==> src/rtl/edge_arb_pkg.sv <==
// rtl/edge_arb_pkg.sv - shared FSM state type and round-robin helper for edge_event_arbiter
package edge_arb_pkg;

  typedef enum logic {
    IDLE  = 1'b0,
    OFFER = 1'b1
  } state_t;

  // Channel after idx, wrapping from n-1 back to 0.
  function automatic int rr_next(input int idx, input int n);
    return (idx + 1 >= n) ? 0 : idx + 1;
  endfunction

endpackage

==> src/rtl/edge_capture.sv <==
// rtl/edge_capture.sv - one channel: edge detect, pending flags, sticky overflow
// Falling-edge path exists only when EDGE_ARB_FALLING_EN is defined.
module edge_capture (
  input  logic clk,
  input  logic reset,
  input  logic sig,
  input  logic clr_rise,
`ifdef EDGE_ARB_FALLING_EN
  input  logic clr_fall,
`endif
  input  logic ovf_clr,
  output logic pend_rise,
`ifdef EDGE_ARB_FALLING_EN
  output logic pend_fall,
`endif
  output logic ovf
);

  logic sig_d;
  logic rise;
  logic ovf_set;

  assign rise = sig & ~sig_d;

`ifdef EDGE_ARB_FALLING_EN
  logic fall;
  assign fall    = ~sig & sig_d;
  assign ovf_set = (rise & pend_rise & ~clr_rise) | (fall & pend_fall & ~clr_fall);
`else
  assign ovf_set = rise & pend_rise & ~clr_rise;
`endif

  // A new edge beats a same-cycle clear, so the event is never lost.
  always_ff @(posedge clk or posedge reset) begin
    if (reset) begin
      sig_d     <= 1'b0;
      pend_rise <= 1'b0;
      ovf       <= 1'b0;
    end else begin
      sig_d <= sig;
      if (rise)          pend_rise <= 1'b1;
      else if (clr_rise) pend_rise <= 1'b0;
      if (ovf_set)       ovf <= 1'b1;
      else if (ovf_clr)  ovf <= 1'b0;
    end
  end

`ifdef EDGE_ARB_FALLING_EN
  always_ff @(posedge clk or posedge reset) begin
    if (reset) begin
      pend_fall <= 1'b0;
    end else begin
      if (fall)          pend_fall <= 1'b1;
      else if (clr_fall) pend_fall <= 1'b0;
    end
  end
`endif

endmodule

==> src/rtl/edge_event_arbiter.sv <==
// rtl/edge_event_arbiter.sv - round-robin arbiter offering per-channel edge events
// Define EDGE_ARB_FALLING_EN to also detect and offer falling edges.
module edge_event_arbiter
  import edge_arb_pkg::*;
#(
  parameter int N_CH = 4,
  parameter int CH_W = $clog2(N_CH)
) (
  input  logic            clk,
  input  logic            reset,
  input  logic [N_CH-1:0] sig_in,
  output logic            evt_valid,
  input  logic            evt_ready,
  output logic [CH_W-1:0] evt_ch,
  output logic            evt_rise,
  output logic [N_CH-1:0] ovf,
  input  logic [N_CH-1:0] ovf_clr
);

  state_t            state, state_nxt;
  logic [CH_W-1:0]   ch_q, ch_nxt;
  logic [CH_W-1:0]   rr_ptr, rr_nxt;
  logic [N_CH-1:0]   pend_rise;
  logic [N_CH-1:0]   clr_rise;
  logic [N_CH-1:0]   pending;
  logic              found;
  logic [CH_W-1:0]   sel;

`ifdef EDGE_ARB_FALLING_EN
  logic [N_CH-1:0]   pend_fall;
  logic [N_CH-1:0]   clr_fall;
  logic              rise_q, rise_nxt;
  assign pending  = pend_rise | pend_fall;
  assign evt_rise = rise_q;
`else
  assign pending  = pend_rise;
  assign evt_rise = 1'b1;
`endif

  for (genvar g = 0; g < N_CH; g++) begin : g_ch
    edge_capture u_cap (
      .clk       (clk),
      .reset     (reset),
      .sig       (sig_in[g]),
      .clr_rise  (clr_rise[g]),
`ifdef EDGE_ARB_FALLING_EN
      .clr_fall  (clr_fall[g]),
`endif
      .ovf_clr   (ovf_clr[g]),
      .pend_rise (pend_rise[g]),
`ifdef EDGE_ARB_FALLING_EN
      .pend_fall (pend_fall[g]),
`endif
      .ovf       (ovf[g])
    );
  end

  // First pending channel at or after rr_ptr, wrapping past N_CH-1 to 0.
  always_comb begin
    logic [CH_W:0] sum;
    found = 1'b0;
    sel   = '0;
    sum   = '0;
    for (int i = 0; i < N_CH; i++) begin
      sum = {1'b0, rr_ptr} + (CH_W+1)'(i);
      if (sum >= (CH_W+1)'(N_CH)) sum = sum - (CH_W+1)'(N_CH);
      if (!found && pending[sum[CH_W-1:0]]) begin
        found = 1'b1;
        sel   = sum[CH_W-1:0];
      end
    end
  end

  always_comb begin
    state_nxt = state;
    ch_nxt    = ch_q;
    rr_nxt    = rr_ptr;
    clr_rise  = '0;
`ifdef EDGE_ARB_FALLING_EN
    rise_nxt  = rise_q;
    clr_fall  = '0;
`endif
    case (state)
      IDLE: begin
        if (found) begin
          ch_nxt    = sel;
`ifdef EDGE_ARB_FALLING_EN
          rise_nxt  = pend_rise[sel];
`endif
          state_nxt = OFFER;
        end
      end
      OFFER: begin
        if (evt_ready) begin
`ifdef EDGE_ARB_FALLING_EN
          clr_rise[ch_q] = rise_q;
          clr_fall[ch_q] = ~rise_q;
`else
          clr_rise[ch_q] = 1'b1;
`endif
          rr_nxt    = CH_W'(rr_next(int'(ch_q), N_CH));
          state_nxt = IDLE;
        end
      end
      default: state_nxt = IDLE;
    endcase
  end

  always_ff @(posedge clk or posedge reset) begin
    if (reset) begin
      state  <= IDLE;
      ch_q   <= '0;
      rr_ptr <= '0;
`ifdef EDGE_ARB_FALLING_EN
      rise_q <= 1'b0;
`endif
    end else begin
      state  <= state_nxt;
      ch_q   <= ch_nxt;
      rr_ptr <= rr_nxt;
`ifdef EDGE_ARB_FALLING_EN
      rise_q <= rise_nxt;
`endif
    end
  end

  assign evt_valid = (state == OFFER);
  assign evt_ch    = ch_q;

endmodule

==> config.mk <==
export PLATFORM = sky130hd
export DESIGN_NAME = edge_event_arbiter
export DESIGN_NICKNAME = d
export VERILOG_FILES = /design/src/rtl/edge_arb_pkg.sv /design/src/rtl/edge_capture.sv /design/src/rtl/edge_event_arbiter.sv
export SDC_FILE = /design/constraint.sdc
export NUM_CORES = 1
export LEC_CHECK = 0
export ABC_AREA = 1
export CORE_MARGIN = 1
export CORE_UTILIZATION = 30
export DETAILED_ROUTE_END_ITERATION = 10
export PLACE_DENSITY = 0.55
export RECOVER_POWER = 50
export SLEW_MARGIN = 5
export SYNTH_ARGS = -nofsm -noshare
export SYNTH_HDL_FRONTEND = slang
export SYNTH_SLANG_ARGS = --single-unit
==> constraint.sdc <==
create_clock -name clk -period 1.3 [get_ports clk]
set_input_delay 0.195 -clock clk [delete_from_list [all_inputs] [get_ports clk]]
set_output_delay 0.195 -clock clk [all_outputs]
set_load 0.03 [all_outputs]
==> impl_results.rst, run 1 <==
.. list-table::
   :header-rows: 1

   * - Metric
     - Value
   * - Mean instance size in the synthesized netlist
     - around 7.7 sq um
   * - Core Util, Final
     - 0.4202
   * - Least-Margin Pin Slew
     - 0.9142 ns
   * - Source of the worst register-to-register timing path
     - rr_ptr[0]
   * - Mapped cell area
     - 0.001005 sq mm
   * - Unrepaired setup endpoints after global routing
     - yes
   * - Sequential share of the synthesized area
     - 0.4234
   * - Most frequent cell on the critical path
     - sky130_fd_sc_hd__nand2_2
   * - Required time reported for the critical path endpoint
     - 1.48 ns
   * - Count of final max-slew check failures
     - 0
   * - Leftover overflow at the end of global routing
     - 0
   * - Synth-to-Final Area Change
     - 29.76%
   * - Number of global-route vias before repair
     - 849
   * - Violated checks
     - negative setup slack
   * - Max transition margin
     - 0.3906
   * - Die Span Y
     - between 50 and 60 um
   * - Switching fraction of total power
     - 0.4707
   * - Area of the core
     - slightly above 0.003 sq mm
   * - H-tree Lvls
     - 1
   * - Cells on worst reg2reg path
     - 11
   * - Worst vdd rail ir drop
     - ~0.92 mV
   * - Share of total power in the clock network
     - 0.093
   * - Run status
     - finished, violations left
   * - Number of buffers created by CTS
     - 3
   * - Initial Util
     - 0.3238
   * - Count of cells along the worst hold path
     - 1
   * - Latest clock arrival within the worst-skew pair
     - 0.28 ns
   * - Internal
     - roughly 1.6 mW
   * - Postcts setup bufs
     - 0
   * - Syn Nets
     - approximately 150
   * - Hold buffer count at CTS
     - 0
   * - WS Path Type
     - flop to flop
   * - Switching power total
     - between 1 and 1.5 mW
   * - Largest net degree at the start of global routing
     - 18
   * - Post-route total power
     - roughly 3.0 mW
   * - Terminus of the critical flop-to-flop path
     - evt_ch[1]
   * - Worst setup skew after layout
     - between 0.001 and 0.0015 ns
   * - WL/cell
     - between 9 and 10 um
   * - Final critical path time including I/O delays and setup
     - ~1.4 ns
   * - Diode insertion count for antenna repair
     - 0
   * - Ratio of cells with drive above 1 in the final layout
     - 0.2405
   * - Register bit total from synthesis
     - 17
   * - Relative contribution of sequential cells to total power
     - 0.295
   * - Longest individual stage delay on the worst path
     - approximately 0.46 ns
   * - Clock transition at the registers of the reported paths
     - approximately 0.09 ns
   * - Final cycle utilization of the critical path
     - 1.068
   * - Relative contribution of combinational cells to total power
     - 0.612
   * - Full die area
     - around 0.0036 sq mm
   * - Number of DRC violations after detailed routing
     - 0
   * - Clock sink total
     - 17
   * - P_leak
     - 0.7071 nW
   * - Post-detailed-placement half-perimeter wirelength
     - between 1500 and 2000 um
   * - Synth cell types
     - 20
   * - Total setup violations reported at the end of the flow
     - 3
   * - Violation count after the first detailed-routing iteration
     - 14
   * - Top-level I/O count
     - 19
   * - Final estimated routing congestion in global placement
     - 0.8648
   * - Type of the worst min-delay path
     - input port to flop
   * - Buffers added on ports
     - 17
   * - Number of iterations in the first detailed-routing pass
     - 4
   * - Standard-cell row count
     - 20
   * - Number of inserted filler cells in the final layout
     - ~330
   * - Number of failing hold endpoints at the final stage
     - 0
   * - Cell at the slowest stage of the critical path
     - sky130_fd_sc_hd__dfrtp_2
   * - R2r setup slk
     - -0.09 ns
   * - Max FO, Critical Path
     - 6
   * - Worst Setup Start Kind
     - flop
   * - Crit-path cells
     - clkinvlp_4, nand2_2, nand2_1, nand2_2, nand2_2, nor2_4, nand3_2, nand2_2, inv_2, nand2_1, nand2_1
   * - Die Width
     - 59.87 um
   * - Number of nets in the layout
     - approximately 170
   * - Beginning of the worst hold path
     - sig_in[1]
   * - Total routing usage reported by global routing
     - 0.1216
   * - Synth warnings
     - 0
   * - Worst hold slack across all endpoints
     - 0.3832 ns
   * - Clock tree from TritonCTS
     - done
   * - Antenna violations before repair
     - 0
   * - Global-route wire length before repair
     - approximately 3400 um
   * - Drt via density
     - ~4.2
   * - Kind of capture point of the worst setup path
     - flop
   * - Number of antenna-violating nets in the routed design
     - 0
   * - CTS root buf
     - sky130_fd_sc_hd__clkbuf_4
   * - Routed vias
     - about 850
   * - Clk buf depth
     - 2
   * - Max frequency
     - between 0.7 and 0.8 GHz
   * - Cell Pwr Density
     - 2269 mW/mm^2
   * - Synthesized instance count
     - between 100 and 150
   * - Aggregate routed wire length
     - 1908 um
   * - Hold path endpoint
     - g_ch[1].u_cap.sig_d
   * - Worst-case setup margin in the final layout
     - -0.08827 ns
   * - Number of violations of the max-capacitance limit
     - 0
   * - Critical Path AT
     - 1.57 ns
worst max-delay path, delay by kind of cell, from the launching register on:
kind / cells / cell delay (ns)
and+or+nand+nor: 9 / 0.64
DFF: 1 / 0.46
buffers and inverters: 2 / 0.19
kinds of logic after synthesis:
family                   Yosys count  synth area share
adder cells (fa/ha/maj)            4           0.04982
AO/OA/AOI/OAI                     10           0.06476
AND/OR/NAND/NOR                   70            0.3238
buffers and inverters             29            0.1345
other                              1          0.003732
flip-flops                        17            0.4234
power by group through the flow:
stage	clock, mW	sequential, mW	combinational [mW]
floorplan	0	0.910	1.18
global placement	0	0.861	1.78
detailed placement	0	0.865	1.78
CTS	0.288	0.876	1.81
global route	0.306	0.905	2.02
finish	0.275	0.873	1.81
placed cells by master, fill, tap and decap left out:
master	instances
sky130_fd_sc_hd__and2_1	1
sky130_fd_sc_hd__buf_4	10
sky130_fd_sc_hd__buf_6	2
sky130_fd_sc_hd__clkbuf_1	2
sky130_fd_sc_hd__clkbuf_4	3
sky130_fd_sc_hd__clkdlybuf4s50_1	9
sky130_fd_sc_hd__clkinvlp_4	1
sky130_fd_sc_hd__conb_1	1
sky130_fd_sc_hd__dfrtp_1	16
sky130_fd_sc_hd__dfrtp_2	1
sky130_fd_sc_hd__dlygate4sd2_1	5
sky130_fd_sc_hd__dlygate4sd3_1	1
sky130_fd_sc_hd__ha_1	4
sky130_fd_sc_hd__inv_1	20
sky130_fd_sc_hd__inv_2	3
sky130_fd_sc_hd__nand2_1	41
sky130_fd_sc_hd__nand2_2	13
sky130_fd_sc_hd__nand3_1	5
sky130_fd_sc_hd__nand3_2	3
sky130_fd_sc_hd__nand4_1	2
sky130_fd_sc_hd__nor2_1	3
sky130_fd_sc_hd__nor2_2	1
sky130_fd_sc_hd__nor2_4	1
sky130_fd_sc_hd__o21ai_0	4
sky130_fd_sc_hd__o21ai_1	1
sky130_fd_sc_hd__o22ai_1	1
sky130_fd_sc_hd__o31ai_1	1
sky130_fd_sc_hd__o32ai_1	3
registers in the layout, summed over array words and instances, names as in the netlist:
name                  count
rr_ptr                    2
evt_valid                 1
g_ch.u_cap.ovf            4
g_ch.u_cap.sig_d          4
evt_ch                    2
g_ch.u_cap.pend_rise      4
synthesized netlist by cell type:
master	n	area, sq um
sky130_fd_sc_hd__nand2_1	45	168.9
sky130_fd_sc_hd__inv_1	20	75.07
sky130_fd_sc_hd__dfrtp_1	17	425.4
sky130_fd_sc_hd__nand2_2	9	56.30
sky130_fd_sc_hd__buf_4	5	37.54
sky130_fd_sc_hd__nand3_1	5	25.02
sky130_fd_sc_hd__ha_1	4	50.05
sky130_fd_sc_hd__nor2_1	4	15.01
sky130_fd_sc_hd__o21ai_0	4	20.02
sky130_fd_sc_hd__inv_2	3	11.26
sky130_fd_sc_hd__nand3_2	3	30.03
sky130_fd_sc_hd__o32ai_1	3	26.28
sky130_fd_sc_hd__nand4_1	2	12.51
sky130_fd_sc_hd__and2_1	1	6.260
sky130_fd_sc_hd__buf_6	1	11.26
sky130_fd_sc_hd__conb_1	1	3.750
sky130_fd_sc_hd__nor2_4	1	11.26
sky130_fd_sc_hd__o21ai_1	1	5.000
sky130_fd_sc_hd__o22ai_1	1	6.260
sky130_fd_sc_hd__o31ai_1	1	7.510
worst max-delay path by stage:
| stage | startpoint | end | slack (ns) |
|---|---|---|---|
| 6_report | rr_ptr[0] | evt_ch[1] | -0.09 |
| 5_1_grt | rr_ptr[0] | evt_ch[1] | -0.20 |
| 4_1_cts | rr_ptr[0] | evt_ch[1] | -0.09 |
| 3_5_place_dp | rr_ptr[0] | evt_ch[1] | -0.1 |
| 3_3_place_gp | rr_ptr[0] | evt_ch[1] | -0.06 |
| 2_1_floorplan | evt_ch[0] | g_ch[2].u_cap.ovf | 0.04 |
through the flow:
step,std cells,setup slack [ns],TNS (ns),instance area [sq um]
floorplan,131,0.04263,0,1005
global placement,197,-0.05722,-0.09225,1259
detailed placement,197,-0.09706,-0.1925,1259
CTS,202,-0.09493,-0.1956,1305
global route,202,-0.2031,-0.5410,1304
finish,202,-0.08827,-0.1801,1304
area by class of cell:
type	instances	area (sq um)	area share
well taps	44	55.05	0.04223
repair buffers	28	245.2	0.1881
flip-flops and latches	17	426.7	0.3273
repair inverters	1	7.507	0.005758
multi-input cells	85	456.7	0.3503
inverters	23	86.33	0.06622
clock buffers	4	26.28	0.02015
repair_timing:
item	4_1_cts	5_1_grt
pin swaps	3	2
hold endpoints to repair	0	0
gates cloned	1	0
setup endpoints to repair	8	4
resized for setup	13	1
metal layers:
metal / share of wire / global-route usage / vias to the layer above
met1: 0.47 / 0.1488 / 390
met4: 0 / 0.02990 / 0
li1: - / - / 449
met3: 0.025 / 0.01299 / 0
met2: 0.50 / 0.2254 / 15
met5: 0 / 0 / -
(Power assumes the default switching activity.)
==> run 2: changes to the inputs <==
Settings changed: PLACE_DENSITY 0.55 to 0.53.
Clock period 1.3 ns to 1.4 ns, I/O delays scaled along.
==> run 2 against run 1 <==
Net effect: the flow now finishes without violations; sequential share of layout area down 0.092 points; final area up 0.58%; first-iteration DRC count down 14%; clock skew up 0.0035 ns; combinational power down 5%; via count up 0.35%; critical path depth unchanged; register-to-register slack better by 0.10 ns; global-route usage up 0.60 points; largest cell class unchanged.
==> impl_results.rst, run 2 (synthesized netlist as in run 1, its figures left out) <==
.. list-table::
   :header-rows: 1

   * - Metric
     - Value
   * - Number of inserted filler cells in the final layout
     - 344 (+3.6%)
   * - Hold buffer count at CTS
     - 0 (unchanged)
   * - Clock transition at the registers of the reported paths
     - 0.10 ns (about the same)
   * - Number of iterations in the first detailed-routing pass
     - 4 (unchanged)
   * - Clock tree from TritonCTS
     - done
   * - Clk buf depth
     - 2 (unchanged)
   * - Violation count after the first detailed-routing iteration
     - 12 (-2)
   * - H-tree Lvls
     - 1 (unchanged)
   * - Final cycle utilization of the critical path
     - 0.9899 (-0.07801)
   * - Unrepaired setup endpoints after global routing
     - yes
   * - Routed vias
     - 857 (+0.35%)
   * - Most frequent cell on the critical path
     - sky130_fd_sc_hd__nand2_2
   * - Cell Count Post-Placement
     - 192 (-2.5%)
   * - Required time reported for the critical path endpoint
     - 1.58 ns (+0.10 ns)
   * - Cell at the slowest stage of the critical path
     - sky130_fd_sc_hd__dfrtp_2
   * - Finished Layout Cells
     - 199 (-1.5%)
   * - Leading cell type in the layout, fill and taps excluded
     - sky130_fd_sc_hd__nand2_1
   * - Number of buffers created by CTS
     - 3 (unchanged)
   * - Largest net degree at the start of global routing
     - 18 (unchanged)
   * - Die Span Y
     - 59.87 um (unchanged)
   * - Diode insertion count for antenna repair
     - 0 (unchanged)
   * - Number of global-route vias before repair
     - 834 (-1.8%)
   * - Initial Util
     - 0.3238 (unchanged)
   * - Stages on the worst setup path
     - 11 (unchanged)
   * - Kind of capture point of the worst setup path
     - flop
   * - Worst hold slack across all endpoints
     - 0.3883 ns (+0.005064 ns)
   * - Cells on worst reg2reg path
     - 11 (unchanged)
   * - CTS root buf
     - sky130_fd_sc_hd__clkbuf_4
   * - Worst vdd rail ir drop
     - 0.8535 mV (-6.8%)
   * - R2r setup slk
     - 0.01 ns (+0.10 ns)
   * - Least-Margin Pin Slew
     - 0.9228 ns (+0.008591 ns)
   * - Worst Setup Start Kind
     - flop
   * - Number of nets in the layout
     - 171 (-1.7%)
   * - Longest individual stage delay on the worst path
     - 0.46 ns (about the same)
   * - Worst path bufs/invs
     - 2 (unchanged)
   * - Leading registers by flop count
     - g_ch.u_cap.ovf: 4 flops, g_ch.u_cap.pend_rise: 4 flops, g_ch.u_cap.sig_d: 4 flops
   * - Global-route wire length before repair
     - 3394 um (+0.80%)
   * - Worst setup skew after layout
     - 0.004562 ns (+0.003480 ns)
   * - Critical Path AT
     - 1.57 ns (about the same)
   * - Max FO, Critical Path
     - 4 (-2)
   * - Standard-cell row count
     - 20 (unchanged)
   * - Beginning of the worst hold path
     - sig_in[2]
   * - Startpoint of the worst setup timing path
     - rr_ptr[0]
   * - Crit-path cells
     - buf_6, nand2_4, nand2_4, nand2_2, nand2_2, nor2_4, nand3_2, nand2_2, inv_2, nand2_1, nand2_1
   * - Full die area
     - 0.003584 sq mm (unchanged)
   * - Count of cells along the worst hold path
     - 1 (unchanged)
   * - Run status
     - finished clean
   * - Drt via density
     - 4.307 (+1.9%)
   * - Max transition margin
     - 0.3848 (-0.005727)
   * - Area of the core
     - 0.003103 sq mm (unchanged)
   * - Latest clock arrival within the worst-skew pair
     - 0.29 ns (about the same)
   * - Final estimated routing congestion in global placement
     - 0.7570 (-12%)
   * - Total routing usage reported by global routing
     - 0.1277 (+0.006039)
   * - Top-level I/O count
     - 19 (unchanged)
   * - Total setup violations reported at the end of the flow
     - 0 (-3)
   * - Top library cells by usage in the layout, fill and taps aside
     - sky130_fd_sc_hd__nand2_1, sky130_fd_sc_hd__inv_1, sky130_fd_sc_hd__nand2_2, sky130_fd_sc_hd__dfrtp_1, sky130_fd_sc_hd__dlygate4sd2_1
   * - Final critical path time including I/O delays and setup
     - 1.386 ns (-0.002430 ns)
   * - Number of failing hold endpoints at the final stage
     - 0 (unchanged)
   * - Number of antenna-violating nets in the routed design
     - 0 (unchanged)
   * - Number of DRC violations after detailed routing
     - 0 (unchanged)
   * - Ratio of cells with drive above 1 in the final layout
     - 0.2516 (+0.01111)
   * - Leftover overflow at the end of global routing
     - 0 (unchanged)
   * - Cell family contributing the most delay on the critical path
     - simple AND/OR/NAND/NOR gates
   * - P_leak
     - 0.7104 nW (+0.46%)
   * - Cell Pwr Density
     - 2111 mW/mm^2 (-7.0%)
   * - WL/cell
     - 9.754 um (+3.3%)
   * - Antenna violations before repair
     - 0 (unchanged)
   * - Number of violations of the max-capacitance limit
     - 0 (unchanged)
   * - Source of the worst register-to-register timing path
     - rr_ptr[0]
   * - Count of final max-slew check failures
     - 0 (unchanged)
   * - Max frequency
     - 0.7216 GHz (+0.18%)
   * - Synth-to-Final Area Change
     - 30.51%
   * - WS Path Type
     - flop to flop
   * - Post-detailed-placement half-perimeter wirelength
     - 1542 um (+0.40%)
   * - Setup_tns
     - 0 ns (+0.1801 ns)
   * - Aggregate routed wire length
     - 1941 um (+1.7%)
   * - Buffers added on ports
     - 17 (unchanged)
   * - Die Width
     - 59.87 um (unchanged)
   * - Clock sink total
     - 17 (unchanged)
   * - Type of the worst min-delay path
     - input port to flop
## run 2: cell count changes in the layout (fill, tap and decap cells not counted), sizes merged
cell,before,now
inv,23,22
clkdlybuf4s50,9,6
buf,12,8
clkinv,0,2
dlygate4sd2,5,7
clkinvlp,1,0
dlygate4sd3,1,4
clkbuf,5,4
## run 2: routing by layer
| metal | wire (um) | vias up | GRT usage |
|---|---|---|---|
| met5 | 0 | - | 0 |
| met1 | 837 | 393 | 0.1479 |
| li1 | - | 449 | - |
| met4 | 9 | 0 | 0.04983 |
| met3 | 53 | 2 | 0.02165 |
| met2 | 1041 | 13 | 0.2317 |
## run 2: through the flow
stage / utilization / worst slack, ns / cell area (sq um) / power (mW)
after floorplan: - / 0.1426 / 1005 / 1.943
after global placement: 0.3952 / 0.006813 / 1226 / 2.359
after detailed placement: 0.3952 / -0.03076 / 1226 / 2.377
after CTS: 0.4077 / 0.008727 / 1265 / 2.655
after global routing: 0.4226 / -0.09400 / 1311 / 3.053
final: 0.4226 / 0.01416 / 1311 / 2.768
## run 2: cell type report
cell class                      instances  area [sq um]  share of cell area
Timing Repair Buffer                   26         232.7              0.1775
Sequential cell                        17         427.9              0.3263
Multi-Input combinational cell         85         476.7              0.3635
Inverter                               23         91.34             0.06966
Clock inverter                          1         5.005            0.003817
Clock buffer                            3         22.52             0.01718
Tap cell                               44         55.05             0.04198
## run 2: final timing paths
| path | to |
|---|---|
| max reg2reg | evt_ch[1] |
| min reg2reg | g_ch[3].u_cap.pend_rise |
| min | g_ch[2].u_cap.sig_d |
| max in group asynchronous | rr_ptr[0] |
| max | evt_ch[1] |
| min in group asynchronous | g_ch[3].u_cap.sig_d |
## run 2: repair_timing
action,in CTS,in global routing
pin swaps,0,9
setup endpoints to repair,9,3
resized for setup,12,12
gates cloned,0,0
buffers inserted,1,2
## run 2: power breakdown
group / switching, mW / internal [mW]
Sequential: 0.137 / 0.650
Clock: 0.150 / 0.106
Combinational: 1.05 / 0.671
## run 2: worst reg2reg max path: cells and delay by family (launching register included)
kind / cells / cell delay (ns)
AND/OR/NAND/NOR: 9 / 0.64
flip-flops: 1 / 0.46
buffers and inverters: 2 / 0.19
